<file path="config.mk">
export PLATFORM = sky130hd
export DESIGN_NAME = mac_seq_ctrl
export DESIGN_NICKNAME = d
export VERILOG_FILES = /design/src/rtl/mac_seq_ctrl.sv
export SDC_FILE = /design/constraint.sdc
export NUM_CORES = 1
export LEC_CHECK = 0
export ABC_CLOCK_PERIOD_IN_PS = 2200
export BUFFER_PORTS_ARGS = -buffer_cell sky130_fd_sc_hd__buf_2
export CORE_ASPECT_RATIO = 1.4
export CORE_MARGIN = 2
export CORE_UTILIZATION = 35
export CTS_BUF_LIST = sky130_fd_sc_hd__clkbuf_8
export CTS_CLUSTER_DIAMETER = 40
export DETAILED_ROUTE_END_ITERATION = 8
export PLACE_DENSITY = 0.65
export SETUP_SLACK_MARGIN = 0.1
export SLEW_MARGIN = 30
export SYNTH_ARGS = -nofsm -noshare
export SYNTH_HDL_FRONTEND = slang
export SYNTH_SLANG_ARGS = --single-unit
</file>
<file path="constraint.sdc">
create_clock -name i_clk -period 2.2 [get_ports i_clk]
set_input_delay 0.11 -clock i_clk [delete_from_list [all_inputs] [get_ports i_clk]]
set_output_delay 0.11 -clock i_clk [all_outputs]
set_load 0.02 [all_outputs]
</file>
<file path="src/rtl/mac_seq_ctrl.sv">
// Sequencer for the MAC datapath: operand address/strobe generation plus multiplier/accumulator enables.
// Optional job cancel (abort/aborted ports) is built when MAC_SEQ_ABORT_EN is defined.
module mac_seq_ctrl #(
  parameter int ADDR_W = 8,
  parameter int LEN_W  = 8,
  parameter int PIPE   = 2
) (
  input  logic              i_clk,
  input  logic              i_arst,
  input  logic              i_start,
  input  logic [LEN_W-1:0]  i_len,
  input  logic [ADDR_W-1:0] i_base_a,
  input  logic [ADDR_W-1:0] i_base_b,
  output logic              o_busy,
  output logic              o_err_len0,
  output logic              o_rd_en,
  output logic [ADDR_W-1:0] o_addr_a,
  output logic [ADDR_W-1:0] o_addr_b,
  output logic              o_mul_ce,
  output logic              o_acc_clr,
  output logic              o_acc_ce,
  output logic              o_out_valid,
`ifdef MAC_SEQ_ABORT_EN
  input  logic              i_abort,
  output logic              o_aborted,
`endif
  input  logic              i_out_ready
);

  typedef enum logic [2:0] {S_IDLE, S_CLR, S_RUN, S_DRAIN, S_HOLD} state_t;
  localparam int DW = $clog2(PIPE) + 1;

  state_t            r_state;
  logic [LEN_W-1:0]  r_cnt;
  logic [DW-1:0]     r_drain;
  logic [ADDR_W-1:0] r_base_a;
  logic [ADDR_W-1:0] r_base_b;
  logic [ADDR_W-1:0] r_addr_a;
  logic [ADDR_W-1:0] r_addr_b;
  logic [PIPE-1:0]   r_pipe;
  logic              r_rd_en;
  logic              r_acc_clr;
  logic              r_out_valid;
  logic              r_err_len0;
  logic              w_abort;

`ifdef MAC_SEQ_ABORT_EN
  logic r_aborted;
  assign w_abort   = i_abort && (r_state != S_IDLE);
  assign o_aborted = r_aborted;
`else
  assign w_abort = 1'b0;
`endif

  always_ff @(posedge i_clk or posedge i_arst) begin
    if (i_arst) begin
      r_state     <= S_IDLE;
      r_cnt       <= '0;
      r_drain     <= '0;
      r_base_a    <= '0;
      r_base_b    <= '0;
      r_addr_a    <= '0;
      r_addr_b    <= '0;
      r_pipe      <= '0;
      r_rd_en     <= 1'b0;
      r_acc_clr   <= 1'b0;
      r_out_valid <= 1'b0;
      r_err_len0  <= 1'b0;
`ifdef MAC_SEQ_ABORT_EN
      r_aborted   <= 1'b0;
`endif
    end else begin
      r_err_len0 <= 1'b0;
      r_pipe     <= {r_pipe[PIPE-2:0], r_rd_en};
`ifdef MAC_SEQ_ABORT_EN
      r_aborted  <= 1'b0;
`endif
      if (w_abort) begin
        // Flushing the pipe tracker suppresses any enables still in flight.
        r_state     <= S_IDLE;
        r_pipe      <= '0;
        r_rd_en     <= 1'b0;
        r_acc_clr   <= 1'b0;
        r_out_valid <= 1'b0;
`ifdef MAC_SEQ_ABORT_EN
        r_aborted   <= 1'b1;
`endif
      end else begin
        case (r_state)
          S_IDLE: begin
            if (i_start) begin
              if (i_len == '0) begin
                r_err_len0 <= 1'b1;
              end else begin
                r_cnt     <= i_len - LEN_W'(1);
                r_base_a  <= i_base_a;
                r_base_b  <= i_base_b;
                r_acc_clr <= 1'b1;
                r_state   <= S_CLR;
              end
            end
          end
          S_CLR: begin
            r_acc_clr <= 1'b0;
            r_rd_en   <= 1'b1;
            r_addr_a  <= r_base_a;
            r_addr_b  <= r_base_b;
            r_state   <= S_RUN;
          end
          S_RUN: begin
            // r_cnt holds the number of reads still to issue after this one.
            if (r_cnt == '0) begin
              r_rd_en <= 1'b0;
              r_drain <= DW'(PIPE - 1);
              r_state <= S_DRAIN;
            end else begin
              r_cnt    <= r_cnt - LEN_W'(1);
              r_addr_a <= r_addr_a + ADDR_W'(1);
              r_addr_b <= r_addr_b + ADDR_W'(1);
            end
          end
          S_DRAIN: begin
            if (r_drain == '0) begin
              r_out_valid <= 1'b1;
              r_state     <= S_HOLD;
            end else begin
              r_drain <= r_drain - DW'(1);
            end
          end
          S_HOLD: begin
            if (i_out_ready) begin
              r_out_valid <= 1'b0;
              r_state     <= S_IDLE;
            end
          end
          default: r_state <= S_IDLE;
        endcase
      end
    end
  end

  assign o_busy      = (r_state != S_IDLE);
  assign o_err_len0  = r_err_len0;
  assign o_rd_en     = r_rd_en;
  assign o_addr_a    = r_addr_a;
  assign o_addr_b    = r_addr_b;
  assign o_mul_ce    = r_pipe[PIPE-2];
  assign o_acc_ce    = r_pipe[PIPE-1];
  assign o_acc_clr   = r_acc_clr;
  assign o_out_valid = r_out_valid;

endmodule
</file>
## Word level (Yosys, flattened, before mapping)

Cells that the tools add are included.

- Add/sub/neg operators: 5
- Equal/unequal tests: 11
- Muxes and demuxes: 28
- Bitwise operators: 1
- Reductions and logical operators: 18

Operator list:

| kind | count |
|---|---|
| 8-bit case mux with 2 select lines | 3 |
| 8-bit 2-to-1 mux | 5 |
| 8-bit by 1-bit adder with 8-bit output (second input constant) | 2 |
| 8-bit logical NOT | 2 |
| 8-bit by 1-bit subtractor with 8-bit output (second input constant) | 2 |
| 3-bit 2-to-1 mux | 5 |
| 3-bit case mux with 5 select lines | 1 |
| 2-bit inequality test (second input constant) | 7 |
| 3-bit AND reduction | 4 |
| 2-bit nonzero test | 5 |
| 1-bit 2-to-1 mux | 8 |
| 3-bit by 2-bit == test with 1-bit output (second input constant) | 2 |
| 1-bit case mux with 2 select lines | 3 |
| 5-bit AND reduction | 1 |
| 2-bit 2-to-1 mux | 2 |
| 2-bit case mux with 2 select lines | 1 |
| 2-bit AND reduction | 2 |
| 4-bit AND reduction | 1 |
| 3-bit by 1-bit == test with 1-bit output (second input constant) | 1 |
| 3-bit == test (second input constant) | 1 |
| 3-bit logical NOT | 1 |
| 3-bit nonzero test | 1 |
| 2-bit logical NOT | 1 |
| 2-bit by 1-bit subtractor with 2-bit output (second input constant) | 1 |
| 1-bit inverter | 1 |

- Bits in registers: 51
- Bits of input ports: 28
- Output and inout bits: 23
- Logic and storage cells: 75

## Longest topological paths before layout

- Depth after elaboration: 4
- Gate-level depth with buffers: 10

## Least setup slack after synthesis

No wires, ideal clock.

- Kind: reg-to-reg
- From: reg r_state[0]
- To: reg r_cnt[4]
- Arrival time: 2387 ps
- Slack: -281 ps
- Cell stages (with the launch flop): 11
- Buffers on the path: 3
- Cell sequence: dfrtp_1 -> clkbuf_1 -> nor3b_1 -> buf_2 -> buf_2 -> mux2i_1 -> ha_1 -> inv_1 -> or3_1 -> nor4b_1 -> a211oi_1

- Word-level cells in the longest chain between the ends: 3
- Elaborated cells on any way between the ends: 8
- Those cells by class: 4 x eq/ne; 1 x mux; 3 x reduce/logical

RTL lines:

| what | line | source |
|---|---|---|
| start: declaration | 33 | `state_t r_state;` |
| start signal: assignment | 57 | `r_state <= S_IDLE;` |
| start signal: assignment | 80 | `r_state <= S_IDLE;` |
| start signal: assignment | 99 | `r_state <= S_CLR;` |
| 3-bit by 2-bit == test with 1-bit output or 3-bit logical NOT (tied branches) | 89 | `case (r_state)` |
| 2-bit inequality test (no line) or 2-bit nonzero test (tied branches) | - |  |
| 4-bit AND reduction (no line) | - |  |
| end signal: assignment | 95 | `r_cnt <= i_len - LEN_W'(1);` |
| end signal: assignment | 117 | `r_cnt <= r_cnt - LEN_W'(1);` |
| end: declaration | 34 | `logic [LEN_W-1:0] r_cnt;` |

Several ways; a longest one is shown, not always the timed one.
A chain may end at the register's enable or synchronous reset.

## Worst setup path in the final report

Same ends and word-level chain as after synthesis.

==> flow_summary.ini <==
[sta]
final_hold_viol_count = 0
finClkSkew_ps = 10.4
slew_headroom_pct = 62.4
fmax_ghz = 0.467
fin_ws_ps = 57.9
grt_setup_unrepaired = true
worstMarginPinSlew_ps = 563
post-route-period-util_pct = 97.4
maxSlewViolCount = 0
setup_tns_ps = 0
fin_worst_hold_slack_ps = 33.1
min_period_ps = 2140
setup_viol_count_final = 0

[die]
start_util_pct = 36.0
dieArea_mm2 = 0.00870
core_area_mm2 = 0.00775
io_pins = 51
rows = 38
die_w_um = 79.4
die_h_um = 110

[worst_hold_path]
hold_class = in2reg

[yosys]
synth.distinct_cells = 61
synthCells = 282
yosys_warnings = 0
seq_area_frac_synth_pct = 45.8
synth.area.top_cells = dfrtp_1, mux2_2, a21oi_1, nor2_1, o21ai_0
syn-num-nets = 314
yosysTopAreaCellShare_pct = 45.8
synth_edf_count = 0
avgSynthCellArea_um2 = 9.89
ys.flop_type = dfrtp_1
synth.most_common_cell = dfrtp_1
synth_top_area_cell = dfrtp_1
synthArstFlopShare_pct = 100
syn-cell-area_mm2 = 0.00279
ys_ff_latch = 51
synthTopCellsByCount = dfrtp_1, nor2_1, mux2_2, nand2_1, a21oi_1

[cells_and_area]
drive_gt1_share_pct = 36.8
nFillCells = 753
syn_to_final_growth_pct = 24.8
multi_input_area_mm2 = 0.00146
antenna-diode-count = 0
nNetsFinal = 387
ff_latch_area_mm2 = 0.00128

[clocking]
clkSlewWorstSetupHoldPaths_ps = 100
cts_root_buf = clkbuf_8
htree_levels = 2
cts.path.max_buffers = 2
cts_tree = done
cts_made_buffers = 5
cts.sinks = 51
clock_latency_ps = 300

[route]
drtIter0Drc = 219
drc = 0
antenna_left = 0
viasPerCell = 5.56
drtPass1Iterations = 4
wire_per_inst_um = 16.2
drt_wl_total_mm = 7.37
vias = 2535

[grt]
antenna_found_initial = 0
grt_usage_pct = 17.2
grt_pass1_wl_mm = 11.8
grt_pass1_vias = 2451
grt_max_degree = 33
grt_overflow = 0

[critical_path]
cp-end-kind = flop
worst_setup_path_start_kind = flop
cp.arrival_ps = 2360
cp_max_fo = 4
crit_required_ps = 2420
critPathKind = reg2reg

[place]
gp_congestion = 0.855
pre_cts_slack_ps = 58.2
port_buffers = 50
dpl.hpwl_mm = 5.44

[flow_run]
cap_violations = 0

[power_and_ir_drop]
p_leak_uw = 0.00150
power_uw = 5490
powerDensity_mw_per_mm2 = 1580
ir_worst_vdd_uv = 731

[status]
status = completed
## where the power goes
part | total, uW | internal, uW | switching (uW) | leakage, uW
sequential | 1820 | 1400 | 421 | 0.000594
combinational | 3120 | 1450 | 1670 | 0.000866
clock | 543 | 222 | 321 | 0.0000402
total | 5490 | 3080 | 2410 | 0.00150
## logic make-up (layout without fill, tap and decap cells)
family | after synthesis | in the layout | synth area share, %
flip-flops | 51 | 51 | 45.8
buffers and inverters | 25 | 99 | 3.95
AND/OR/NAND/NOR | 92 | 92 | 17.1
adder cells (fa/ha/maj) | 4 | 4 | 1.80
multiplexers | 21 | 21 | 8.53
AO/OA/AOI/OAI | 89 | 89 | 22.8
## layout by cell type (no fill, tap or decap), types with 3 or more instances in the layout
master     synthesis  routed
nand2_1           18      17
and3_1             3       3
a31oi_1            3       3
ha_1               4       3
o2bb2ai_1          3       3
a2bb2oi_1          7       7
nand2b_1           3       3
o22ai_1            4       4
a221oi_1           4       4
buf_2              4      50
nor3_1             8       8
nand3_1           11      11
mux2_2            18      18
nor2_1            22      22
buf_4              1      31
nor2b_1            3       3
o21ai_0           16      14
a21oi_1           17      17
clkbuf_8           0       5
a211oi_1           6       5
nor4_1             6       6
o22a_1             4       4
dfrtp_1           51      48
dfrtp_2            0       3
inv_1              9       7
o21ai_1            1       3
## metrics by stage
step                std cells  utilization (%)  cell area, um^2
global route              456             44.9             3480
detailed placement        440             42.3             3280
global placement          440             42.3             3280
finish                    456             44.9             3480
floorplan                 282                -             2820
CTS                       450             43.7             3390
## critical path: stages (launching register included)
cell	delay [ps]
dfrtp_2	440
nor3b_4	300
mux2i_1	280
ha_2	250
inv_2	50
or3_4	380
nor4b_4	140
a211oi_2	220
## metal layers
layer,up-vias,track usage (%),part of all wire (%)
met5,-,0,0
met4,0,6.90,1.9
met3,14,2.63,3.8
met2,68,29.7,53
met1,1239,21.5,41
li1,1214,-,-
## what timing repair did
| item | CTS | global route |
|---|---|---|
| gates resized for setup | 1 | 12 |
| pin swaps | 2 | 4 |
| setup buffers | 1 | 6 |
| hold endpoints to repair | 23 | 0 |
| hold buffers | 1 | 0 |
| setup endpoints to repair | 1 | 2 |
## layout make-up
class / count / area share (%)
tap: 100 / 3.60
clock inverter: 3 / 0.575
sequential: 51 / 36.8
inverter: 9 / 0.971
timing repair buffer: 82 / 14.2
clock buffer: 5 / 1.98
multi-input combinational: 206 / 41.9
## registers in the layout, indices dropped and copies added, names as in the netlist
name         flops
o_out_valid      1
o_err_len0       1
r_base_a         8
o_addr_b         8
r_drain          2
o_acc_clr        1
o_addr_a         8
r_base_b         8
r_pipe           2
o_rd_en          1
r_state          3
r_cnt            8
## path summary, 6_finish.rpt
path / start / end / slack [ps] / cells after the start
hold reg to reg: r_pipe[0] / r_pipe[1] / 380 / 0
hold / removal: i_base_a[1] / r_base_a[1] / 30 / 2
max in group asynchronous: i_arst / r_state[0] / 1170 / 4
min in group asynchronous: i_arst / o_out_valid / 400 / 3
setup reg to reg: r_state[0] / r_cnt[4] / 60 / 7
setup / recovery: r_state[0] / r_cnt[4] / 60 / 7
Note: power is estimated with default switching activity, not from simulation.
